`src/rtl/sign_mag_sub_serial_if.sv`:
```
// Operand/result handshake bundle for the bit-serial sign-magnitude subtractor.
interface sign_mag_sub_serial_if #(parameter int N = 4);
  logic         in_valid;
  logic         in_ready;
  logic [N-1:0] A;
  logic [N-1:0] B;
  logic         out_valid;
  logic         out_ready;
  logic [N-1:0] Diff;
  logic         ovf;

  modport master (output in_valid, A, B, out_ready,
                  input  in_ready, out_valid, Diff, ovf);
  modport slave  (input  in_valid, A, B, out_ready,
                  output in_ready, out_valid, Diff, ovf);
endinterface

```
`src/rtl/sign_mag_sub_serial.sv`:
```
// Bit-serial sign-magnitude subtractor: Diff = A - B, one magnitude bit per clock,
// LSB first, with valid/ready handshakes on both sides.
module sign_mag_sub_serial #(
  parameter int N = 4
) (
  input logic                   clk,
  input logic                   rst_n,
  sign_mag_sub_serial_if.slave  bus
);
  localparam int M  = N - 1;
  localparam int CW = (M > 1) ? $clog2(M) : 1;

  typedef enum logic [1:0] {IDLE, CALC, DONE} state_e;

  state_e         state_q, state_d;
  logic [CW-1:0]  cnt_q, cnt_d;
  logic [M-1:0]   max_q, max_d;
  logic [M-1:0]   min_q, min_d;
  logic [M-1:0]   res_q, res_d;
  logic           sub_q, sub_d;
  logic           sign_q, sign_d;
  logic           c_q, c_d;
  logic [N-1:0]   diff_q, diff_d;
  logic           ovf_q, ovf_d;

  logic           sign_a, sign_be;
  logic [M-1:0]   mag_a, mag_b;
  logic           a_bit, b_bit, r_bit, carry, borrow, c_next;
  logic [M:0]     res_shift;
  logic [M-1:0]   res_next;

  always_comb begin
    state_d = state_q;
    cnt_d   = cnt_q;
    max_d   = max_q;
    min_d   = min_q;
    res_d   = res_q;
    sub_d   = sub_q;
    sign_d  = sign_q;
    c_d     = c_q;
    diff_d  = diff_q;
    ovf_d   = ovf_q;

    sign_a  = bus.A[N-1];
    sign_be = ~bus.B[N-1];
    mag_a   = bus.A[M-1:0];
    mag_b   = bus.B[M-1:0];

    // max/min are shifted right each cycle so bit 0 is always the current bit
    a_bit     = max_q[0];
    b_bit     = min_q[0];
    r_bit     = a_bit ^ b_bit ^ c_q;
    carry     = (a_bit & b_bit) | (c_q & (a_bit ^ b_bit));
    borrow    = (~a_bit & b_bit) | (c_q & ~(a_bit ^ b_bit));
    c_next    = sub_q ? borrow : carry;
    res_shift = {r_bit, res_q} >> 1;
    res_next  = res_shift[M-1:0];

    unique case (state_q)
      IDLE: begin
        if (bus.in_valid) begin
          state_d = CALC;
          cnt_d   = '0;
          c_d     = 1'b0;
          res_d   = '0;
          sub_d   = (sign_a != sign_be);
          if (mag_a > mag_b) begin
            max_d  = mag_a;
            min_d  = mag_b;
            sign_d = sign_a;
          end else begin
            max_d  = mag_b;
            min_d  = mag_a;
            sign_d = sign_be;
          end
        end
      end
      CALC: begin
        res_d = res_next;
        c_d   = c_next;
        max_d = max_q >> 1;
        min_d = min_q >> 1;
        cnt_d = cnt_q + 1'b1;
        if (cnt_q == CW'(M - 1)) begin
          state_d = DONE;
          ovf_d   = ~sub_q & c_next;
          // a zero magnitude without overflow is always reported as +0
          diff_d  = {(res_next == '0 && !(~sub_q & c_next)) ? 1'b0 : sign_q, res_next};
        end
      end
      DONE: begin
        if (bus.out_ready) state_d = IDLE;
      end
      default: state_d = IDLE;
    endcase
  end

  always_ff @(posedge clk or negedge rst_n) begin
    if (!rst_n) begin
      state_q <= IDLE;
      cnt_q   <= '0;
      max_q   <= '0;
      min_q   <= '0;
      res_q   <= '0;
      sub_q   <= 1'b0;
      sign_q  <= 1'b0;
      c_q     <= 1'b0;
      diff_q  <= '0;
      ovf_q   <= 1'b0;
    end else begin
      state_q <= state_d;
      cnt_q   <= cnt_d;
      max_q   <= max_d;
      min_q   <= min_d;
      res_q   <= res_d;
      sub_q   <= sub_d;
      sign_q  <= sign_d;
      c_q     <= c_d;
      diff_q  <= diff_d;
      ovf_q   <= ovf_d;
    end
  end

  assign bus.in_ready  = (state_q == IDLE);
  assign bus.out_valid = (state_q == DONE);
  assign bus.Diff      = diff_q;
  assign bus.ovf       = ovf_q;

endmodule

```
`src/flat_wrapper.sv`:
```
// flat-port wrapper written by rule: the top's interface ports become plain ports
module sign_mag_sub_serial_flat 
#(
  parameter int N = 4
)
  (clk, rst_n, bus_in_valid, bus_A, bus_B, bus_out_ready, bus_in_ready, bus_out_valid, bus_Diff, bus_ovf);
  sign_mag_sub_serial_if #(.N(N)) bus_i ();
  input logic clk;
  input logic rst_n;
  input wire logic [$bits(bus_i.in_valid)-1:0] bus_in_valid;
  input wire logic [$bits(bus_i.A)-1:0] bus_A;
  input wire logic [$bits(bus_i.B)-1:0] bus_B;
  input wire logic [$bits(bus_i.out_ready)-1:0] bus_out_ready;
  output wire logic [$bits(bus_i.in_ready)-1:0] bus_in_ready;
  output wire logic [$bits(bus_i.out_valid)-1:0] bus_out_valid;
  output wire logic [$bits(bus_i.Diff)-1:0] bus_Diff;
  output wire logic [$bits(bus_i.ovf)-1:0] bus_ovf;
  assign bus_i.in_valid = bus_in_valid;
  assign bus_i.A = bus_A;
  assign bus_i.B = bus_B;
  assign bus_i.out_ready = bus_out_ready;
  assign bus_in_ready = bus_i.in_ready;
  assign bus_out_valid = bus_i.out_valid;
  assign bus_Diff = bus_i.Diff;
  assign bus_ovf = bus_i.ovf;
  sign_mag_sub_serial #(.N(N)) u_core (.clk(clk), .rst_n(rst_n), .bus(bus_i));
endmodule
```
`config.mk`:
```
export PLATFORM = sky130hd
export DESIGN_NAME = sign_mag_sub_serial_flat
export DESIGN_NICKNAME = d
export VERILOG_FILES = /design/src/rtl/sign_mag_sub_serial_if.sv /design/src/rtl/sign_mag_sub_serial.sv /design/src/flat_wrapper.sv
export SDC_FILE = /design/constraint.sdc
export NUM_CORES = 1
export LEC_CHECK = 0
export ABC_AREA = 1
export ABC_CLOCK_PERIOD_IN_PS = 1630
export CORE_UTILIZATION = 53
export CTS_BUF_LIST = sky130_fd_sc_hd__clkbuf_8
export DETAILED_ROUTE_END_ITERATION = 12
export PLACE_DENSITY = 0.8
export SLEW_MARGIN = 20
export SYNTH_ARGS = -nofsm -noshare
export SYNTH_HDL_FRONTEND = slang
export SYNTH_SLANG_ARGS = --single-unit
```
`constraint.sdc`:
```
create_clock -name clk -period 1.63 [get_ports clk]
set_input_delay 0.163 -clock clk [delete_from_list [all_inputs] [get_ports clk]]
set_output_delay 0.163 -clock clk [all_outputs]
set_load 0.1 [all_outputs]
```
==> impl_metrics.yaml, run 1 <==
synthesis:
  synth-seq-area-share_pct: 46.8
  synth_largest_area_cell: "sky130_fd_sc_hd__dfrtp_1"
  count_of_different_cell_masters_after_synthesis: 23
  yosysTopAreaCellShare_pct: 46.8
  synth-seq-cells: 20
  synth_ff_type: "sky130_fd_sc_hd__dfrtp_1"
  synth_cells: 123
  ys_async_rst_share_pct: 100
  syn_area_sq_um: 1070
  ys_warn_count: 0
  synth_area_leaders: "sky130_fd_sc_hd__dfrtp_1 (47%), sky130_fd_sc_hd__nand2_1 (9.1%), sky130_fd_sc_hd__nand3_1 (8.0%)"
  synth_nets: 141
  avgSynthCellArea_sq_um: 8.70
  synth_commonest_cells: "sky130_fd_sc_hd__nand2_1 (26), sky130_fd_sc_hd__dfrtp_1 (20), sky130_fd_sc_hd__inv_1 (19), sky130_fd_sc_hd__nand3_1 (17), sky130_fd_sc_hd__o21ai_0 (7)"
  synthMostInstantiatedCell: "sky130_fd_sc_hd__nand2_1"
  post_synth_edffs: 0
sta:
  fin_max_slew_vios: 0
  fin_hold_ws_ns: 0.243
  remaining_max_slew_budget_at_the_tightest_pin_pct: 83.0
  report.final.setup_viol: 0
  timing.final.crit_period_ns: 1.51
  finalCritPeriodShare_pct: 92.5
  transition_at_the_pin_with_the_smallest_max_transition_slack_ns: 0.252
  fin_worst_skew_ns: 0.00303
  max_clock_freq_mhz: 664
  rsz0062_at_grt: "no"
  finalHoldViolations: 0
  totalNegativeSetupSlack_ns: 0
cts:
  cts_hold_repair.buffers: 0
  clkSinkCount: 20
  tritoncts: "done"
  tritoncts.num_buffers: 3
  clock_latency_ns: 0.26
  clk_root_buffer_cell: "sky130_fd_sc_hd__clkbuf_8"
  cts_post_setup_buffers_inserted: 0
  htree_num_levels: 1
  post_cts.resized_instances: 0
  cts.clk_slew.worst_paths_ns: 0.07
  clockBufferDepth: 2
route:
  detail_route.drc_violations: 0
  routed_wl_mm: 2.29
  dr_total_vias: 926
  drtAntennaViolNets: 0
  initialDrtViolationCount: 19
  routedWlPerCell_microns: 13.1
  detail_route.vias_per_cell: 5.29
  drt_first_pass_iters: 4
global_route:
  grt_overflow_total: 0
  globalRouteMet2Util_pct: 40.3
  largest_net_degree_at_the_start_of_global_routing: 21
  grt-busiest-layer: "met2"
  globalRouteTotalUtil_pct: 24.1
  use_met1_pct: 31.2
  antenna_found_initial: 0
  grt.met3_usage_pct: 4.23
  grt_first_pass_wirelength_mm: 3.78
  grt_pass1_vias: 909
final_layout:
  number_of_fillers_in_the_final_layout: 128
  areaGrowthSynthToFinish_pct: 35.2
  finalCoreUtilization_pct: 80.3
  final_cell_area_sq_um: 1450
  post_route_cells_drive_above_1_share_pct: 18.7
  final_net_count: 169
  antennaDiodeCount: 0
die:
  floorplan.core_area_sq_um: 1800
  top_level_ports: 19
  rows: 15
  floorplan.initialDensity_pct: 59.4
  die_outline_area_sq_um: 2200
  floorplan.die.width_microns: 46.9
  dieHeight_microns: 46.9
power_and_ir_drop:
  power.net_switching_w: 0.00150
  power_leakage_nw: 0.717
  net_sw_share_pct: 49.5
  vdd_drop_max_mv: 1.56
  comb_power_share_pct: 58.2
  p_int_w: 0.00153
  p_total_w: 0.00304
  clockPowerShare_pct: 12.4
  power_density_nw_per_um2: 2100
  power_frac_seq_pct: 29.4
placed_design:
  port_buffers: 18
  gp_routability_congestion: 0.780
  placed_instance_area_sq_um: 1390
  post-dp-hpwl_mm: 1.72
setup_path:
  critical_path_required_ns: 1.78
  setup.reg_to_reg.worst_slack_ns: 0.26
  critical_path.reg2reg.endpoint: "u_core.c_q"
  critPathKind: "input port to register"
  worstRegToRegCells: 4
  reg2reg_from: "u_core.c_q"
  critical_path.startpoint_type: "input port"
  crit_path_end_kind: "register"
  cp_arrival_ns: 1.66
  cp_max_fo: 8
worst_hold_path:
  worstHoldPathType: "input port to asynchronous set/reset pin"
run:
  maxCapViolations: 0
outcome:
  status: "complete, no violations"
## per-layer routing
layer / wire, microns / share of wire, %
met1: 1020 / 44
met3: 82 / 3.6
met4: 71 / 3.1
met5: 0 / 0
met2: 1120 / 49
## power groups by stage
| stage | combinational, W | clock (W) | sequential, W |
|---|---|---|---|
| after detailed placement | 0.00174 | 0 | 0.000905 |
| after CTS | 0.00176 | 0.000378 | 0.000895 |
| final | 0.00177 | 0.000377 | 0.000893 |
| after floorplan | 0.000870 | 0 | 0.00119 |
| after global routing | 0.00189 | 0.000404 | 0.000915 |
| after global placement | 0.00169 | 0 | 0.000891 |
## worst max-delay path, cell delays in order
cell and delay [ns]:
sky130_fd_sc_hd__clkdlybuf4s50_1 0.45, sky130_fd_sc_hd__inv_1 0.05, sky130_fd_sc_hd__ha_1 0.33, sky130_fd_sc_hd__a21oi_2 0.18, sky130_fd_sc_hd__nand2_2 0.14, sky130_fd_sc_hd__nand2_2 0.13, sky130_fd_sc_hd__nand2_1 0.07, sky130_fd_sc_hd__nand3_1 0.09
sky130_fd_sc_hd__nand2_1 0.06
## how the worst max path moves through the flow
stage                            startpoint         endpoint  slack (ns)  cells after the start
after floorplan           u_core.state_q[0]  u_core.max_q[1]        0.05                      6
after global placement             bus_B[2]  u_core.max_q[1]       -0.04                      9
after detailed placement           bus_B[2]  u_core.max_q[0]       -0.11                      9
after CTS                          bus_B[2]  u_core.min_q[1]        0.13                      9
after global routing               bus_B[2]  u_core.min_q[0]        0.02                      9
final                              bus_B[2]  u_core.min_q[1]        0.12                      9
## sequential cells by signal, summed over array words and instances (netlist names)
register and flops:
u_core.cnt_q 2, u_core.min_q 3, u_core.sub_q 1, u_core.bus.Diff 4, u_core.max_q 3, u_core.bus.ovf 1
u_core.res_q 2, u_core.c_q 1, u_core.sign_q 1, u_core.state_q 2
## final cells by class
cell class	instances	area, sq um	area share, %
clock buffers	4	55.1	3.81
inverters	22	85.1	5.88
multi-input cells	81	487	33.7
flip-flops and latches	20	500	34.6
well taps	25	31.3	2.16
repair buffers	23	288	19.9
## layout by cell type, fill, tap and decap left out
cell and n:
sky130_fd_sc_hd__a21boi_0 1, sky130_fd_sc_hd__nand2_2 2, sky130_fd_sc_hd__buf_12 7, sky130_fd_sc_hd__a21oi_2 1, sky130_fd_sc_hd__inv_1 19, sky130_fd_sc_hd__ha_1 4, sky130_fd_sc_hd__nand3_1 17, sky130_fd_sc_hd__buf_4 5
sky130_fd_sc_hd__fa_1 2, sky130_fd_sc_hd__nand4_1 1, sky130_fd_sc_hd__clkbuf_8 4, sky130_fd_sc_hd__a21boi_1 1, sky130_fd_sc_hd__o21a_1 1, sky130_fd_sc_hd__a21oi_1 2, sky130_fd_sc_hd__nor2_2 1, sky130_fd_sc_hd__nand2_1 26
sky130_fd_sc_hd__clkdlybuf4s50_1 11, sky130_fd_sc_hd__dfrtp_1 20, sky130_fd_sc_hd__o22ai_1 2, sky130_fd_sc_hd__inv_4 1, sky130_fd_sc_hd__o31ai_1 1, sky130_fd_sc_hd__nand2_4 3, sky130_fd_sc_hd__nor2_4 2, sky130_fd_sc_hd__o21ai_0 7
sky130_fd_sc_hd__inv_2 2, sky130_fd_sc_hd__o21ai_1 4, sky130_fd_sc_hd__xor2_1 1, sky130_fd_sc_hd__nor2_1 2
## cell families after synthesis
| family | count (synthesis) | share of synthesized area (%) |
|---|---|---|
| DFF | 20 | 46.8 |
| and+or+nand+nor | 54 | 25.1 |
| buffers and inverters | 22 | 7.95 |
| adders and majority gates | 6 | 8.42 |
| AOI/OAI and AO/OA | 20 | 10.9 |
| xor gates and xnor gates | 1 | 0.819 |
## metrics by stage
step           worst slack [ns]  cells
3_3_place_gp            -0.0378    171
2_1_floorplan            0.0463    123
4_1_cts                   0.126    175
3_5_place_dp             -0.108    171
5_1_grt                  0.0177    175
6_report                  0.123    175
Note: power is estimated with default switching activity, not from simulation.
==> run 2: changes to the inputs <==
--- a/config.mk
+++ b/config.mk
@@ -10,6 +10,7 @@
 export CORE_UTILIZATION = 53
 export CTS_BUF_LIST = sky130_fd_sc_hd__clkbuf_8
 export DETAILED_ROUTE_END_ITERATION = 12
+export GPL_TIMING_DRIVEN = 0
 export PLACE_DENSITY = 0.8
 export SLEW_MARGIN = 20
 export SYNTH_ARGS = -nofsm -noshare
==> impl_metrics.yaml, run 2 (synthesis results as in run 1) <==
outcome:
  status: "complete, no violations"
route:
  detail_route.vias_per_cell: 5.33
  initialDrtViolationCount: 20
  routed_wl_mm: 2.21
  routedWlPerCell_microns: 13.1
  detail_route.drc_violations: 0
  dr_total_vias: 900
  drtAntennaViolNets: 0
  drt_first_pass_iters: 4
global_route:
  globalRouteTotalUtil_pct: 23.3
  grt_overflow_total: 0
  largest_net_degree_at_the_start_of_global_routing: 21
  antenna_found_initial: 0
  grt_pass1_vias: 839
  grt_first_pass_wirelength_mm: 3.54
final_layout:
  post_route_cells_drive_above_1_share_pct: 16.0
  areaGrowthSynthToFinish_pct: 23.9
  number_of_fillers_in_the_final_layout: 136
  finalCoreUtilization_pct: 73.5
  multi_input_comb_area_sq_um: 512
  mostFrequentLayoutCell: "sky130_fd_sc_hd__nand2_1"
  sequential_cell_area_sq_um: 500
  final_net_count: 164
  layout_common_cells: "sky130_fd_sc_hd__nand2_1 (26), sky130_fd_sc_hd__dfrtp_1 (20), sky130_fd_sc_hd__inv_1 (19), sky130_fd_sc_hd__nand3_1 (15), sky130_fd_sc_hd__clkdlybuf4s50_1 (11)"
  antennaDiodeCount: 0
  final_cell_area_sq_um: 1330
  largest_register_ffs: 4
sta:
  totalNegativeSetupSlack_ns: 0
  timing.final.crit_period_ns: 1.59
  final_worst_path_setup_slack_ns: 0.0397
  rsz0062_at_grt: "no"
  finalCritPeriodShare_pct: 97.6
  max_clock_freq_mhz: 629
  fin_max_slew_vios: 0
  transition_at_the_pin_with_the_smallest_max_transition_slack_ns: 0.951
  fin_worst_skew_ns: 0.00295
  finalHoldViolations: 0
  remaining_max_slew_budget_at_the_tightest_pin_pct: 36.8
  report.final.setup_viol: 0
power_and_ir_drop:
  p_total_w: 0.00272
  vdd_drop_max_mv: 1.50
  power.net_switching_w: 0.00144
  power_frac_seq_pct: 31.8
  comb_power_share_pct: 56.5
  p_int_w: 0.00127
  power_leakage_nw: 0.662
  net_sw_share_pct: 53.2
  clockPowerShare_pct: 11.6
  power_density_nw_per_um2: 2050
placed_design:
  gp_routability_congestion: 0.732
  port_buffers: 18
  post-dp-hpwl_mm: 1.70
  detailedPlace.worstSlack_ns: -0.306
  placed_instance_area_sq_um: 1280
run:
  maxCapViolations: 0
cts:
  clkSinkCount: 20
  cts.clk_slew.worst_paths_ns: 0.07
  cts_post_setup_buffers_inserted: 0
  tritoncts.num_buffers: 3
  clockBufferDepth: 2
  tritoncts: "done"
  clock_latency_ns: 0.25
  htree_num_levels: 1
  clk_root_buffer_cell: "sky130_fd_sc_hd__clkbuf_8"
  cts_hold_repair.buffers: 0
setup_path:
  cpMaxStageDelayCell: "sky130_fd_sc_hd__clkdlybuf4s15_1"
  reg2reg_from: "u_core.c_q"
  crit_path_end_kind: "output pin"
  cp_arrival_ns: 1.43
  cp.buffers_inverters: 1
  dominant_delay_contributor_by_cell_family_on_the_critical_path: "buffers and inverters"
  worst-path-stages: 1
  setup.worst_path.start: "u_core.bus.Diff[3]"
  critPathKind: "register to output pin"
  worstRegToRegCells: 4
  ordered_cell_list_for_the_critical_path: "clkdlybuf4s15_1"
  max_stage_delay_ns: 0.83
  critical_path.startpoint_type: "register"
  critical_path_required_ns: 1.47
  cp_max_fo: 2
die:
  floorplan.core_area_sq_um: 1800
  rows: 15
  floorplan.initialDensity_pct: 59.4
  top_level_ports: 19
  die_outline_area_sq_um: 2200
  floorplan.die.width_microns: 46.9
  dieHeight_microns: 46.9
worst_hold_path:
  worstHoldPathType: "input port to asynchronous set/reset pin"
-- run 2: cell count changes in the layout (fill, tap and decap cells not counted), moves of 2 or more --
cell / change
sky130_fd_sc_hd__buf_12: -7
sky130_fd_sc_hd__buf_2: +2
sky130_fd_sc_hd__buf_4: -5
sky130_fd_sc_hd__clkbuf_2: +3
sky130_fd_sc_hd__clkdlybuf4s15_1: +2
sky130_fd_sc_hd__nand3_1: -2
sky130_fd_sc_hd__nand3_2: +2
-- run 2: stage by stage --
step	instances	hold WS (ns)
detailed placement	166	0.472
finish	169	0.405
global route	169	0.478
floorplan	123	-0.133
CTS	169	0.429
global placement	166	0.466
-- run 2: cell type report --
| class | instances | area share, % |
|---|---|---|
| inverter | 22 | 6.42 |
| multi-input combinational | 81 | 38.6 |
| tap | 25 | 2.36 |
| clock buffer | 3 | 3.12 |
| sequential | 20 | 37.8 |
| timing repair buffer | 18 | 11.7 |
-- run 2: final timing paths --
path                       slack [ns]            endpoint
setup reg to reg                 0.18          u_core.c_q
hold / removal                   0.40  u_core.bus.Diff[1]
hold reg to reg                  0.49  u_core.bus.Diff[1]
setup / recovery                 0.04         bus_Diff[3]
max in group asynchronous        0.69     u_core.cnt_q[0]
min in group clk                 0.48   u_core.state_q[1]
-- run 2: what timing repair did --
action | CTS | global route
endpoints found under the setup margin | 7 | 12
hold endpoints to repair | 0 | 0
pin swaps | 0 | 1
gates resized for setup | 13 | 15
-- run 2: power by group through the flow --
stage	registers [W]	clock network [W]	logic (W)
after floorplan	0.00119	0	0.000870
after global placement	0.000856	0	0.00152
after CTS	0.000862	0.000319	0.00155
after global routing	0.000884	0.000345	0.00168
after detailed placement	0.000874	0	0.00158
final	0.000865	0.000316	0.00154
-- run 2: metal layers --
metal	GRT usage (%)	part of all wire, %	wire length [microns]
met5	0	0	0
met4	12.0	1.0	23
met3	4.23	4.8	107
met2	38.6	53	1180
met1	29.0	41	902
==> run 3: changes to the inputs <==
--- a/config.mk
+++ b/config.mk
@@ -7,6 +7,7 @@
 export LEC_CHECK = 0
 export ABC_AREA = 1
 export ABC_CLOCK_PERIOD_IN_PS = 1630
+export CAP_MARGIN = 20
 export CORE_UTILIZATION = 53
 export CTS_BUF_LIST = sky130_fd_sc_hd__clkbuf_8
 export DETAILED_ROUTE_END_ITERATION = 12
==> results of run 3 <==
The final DEF is identical to that of run 2; final timing and power are the same.
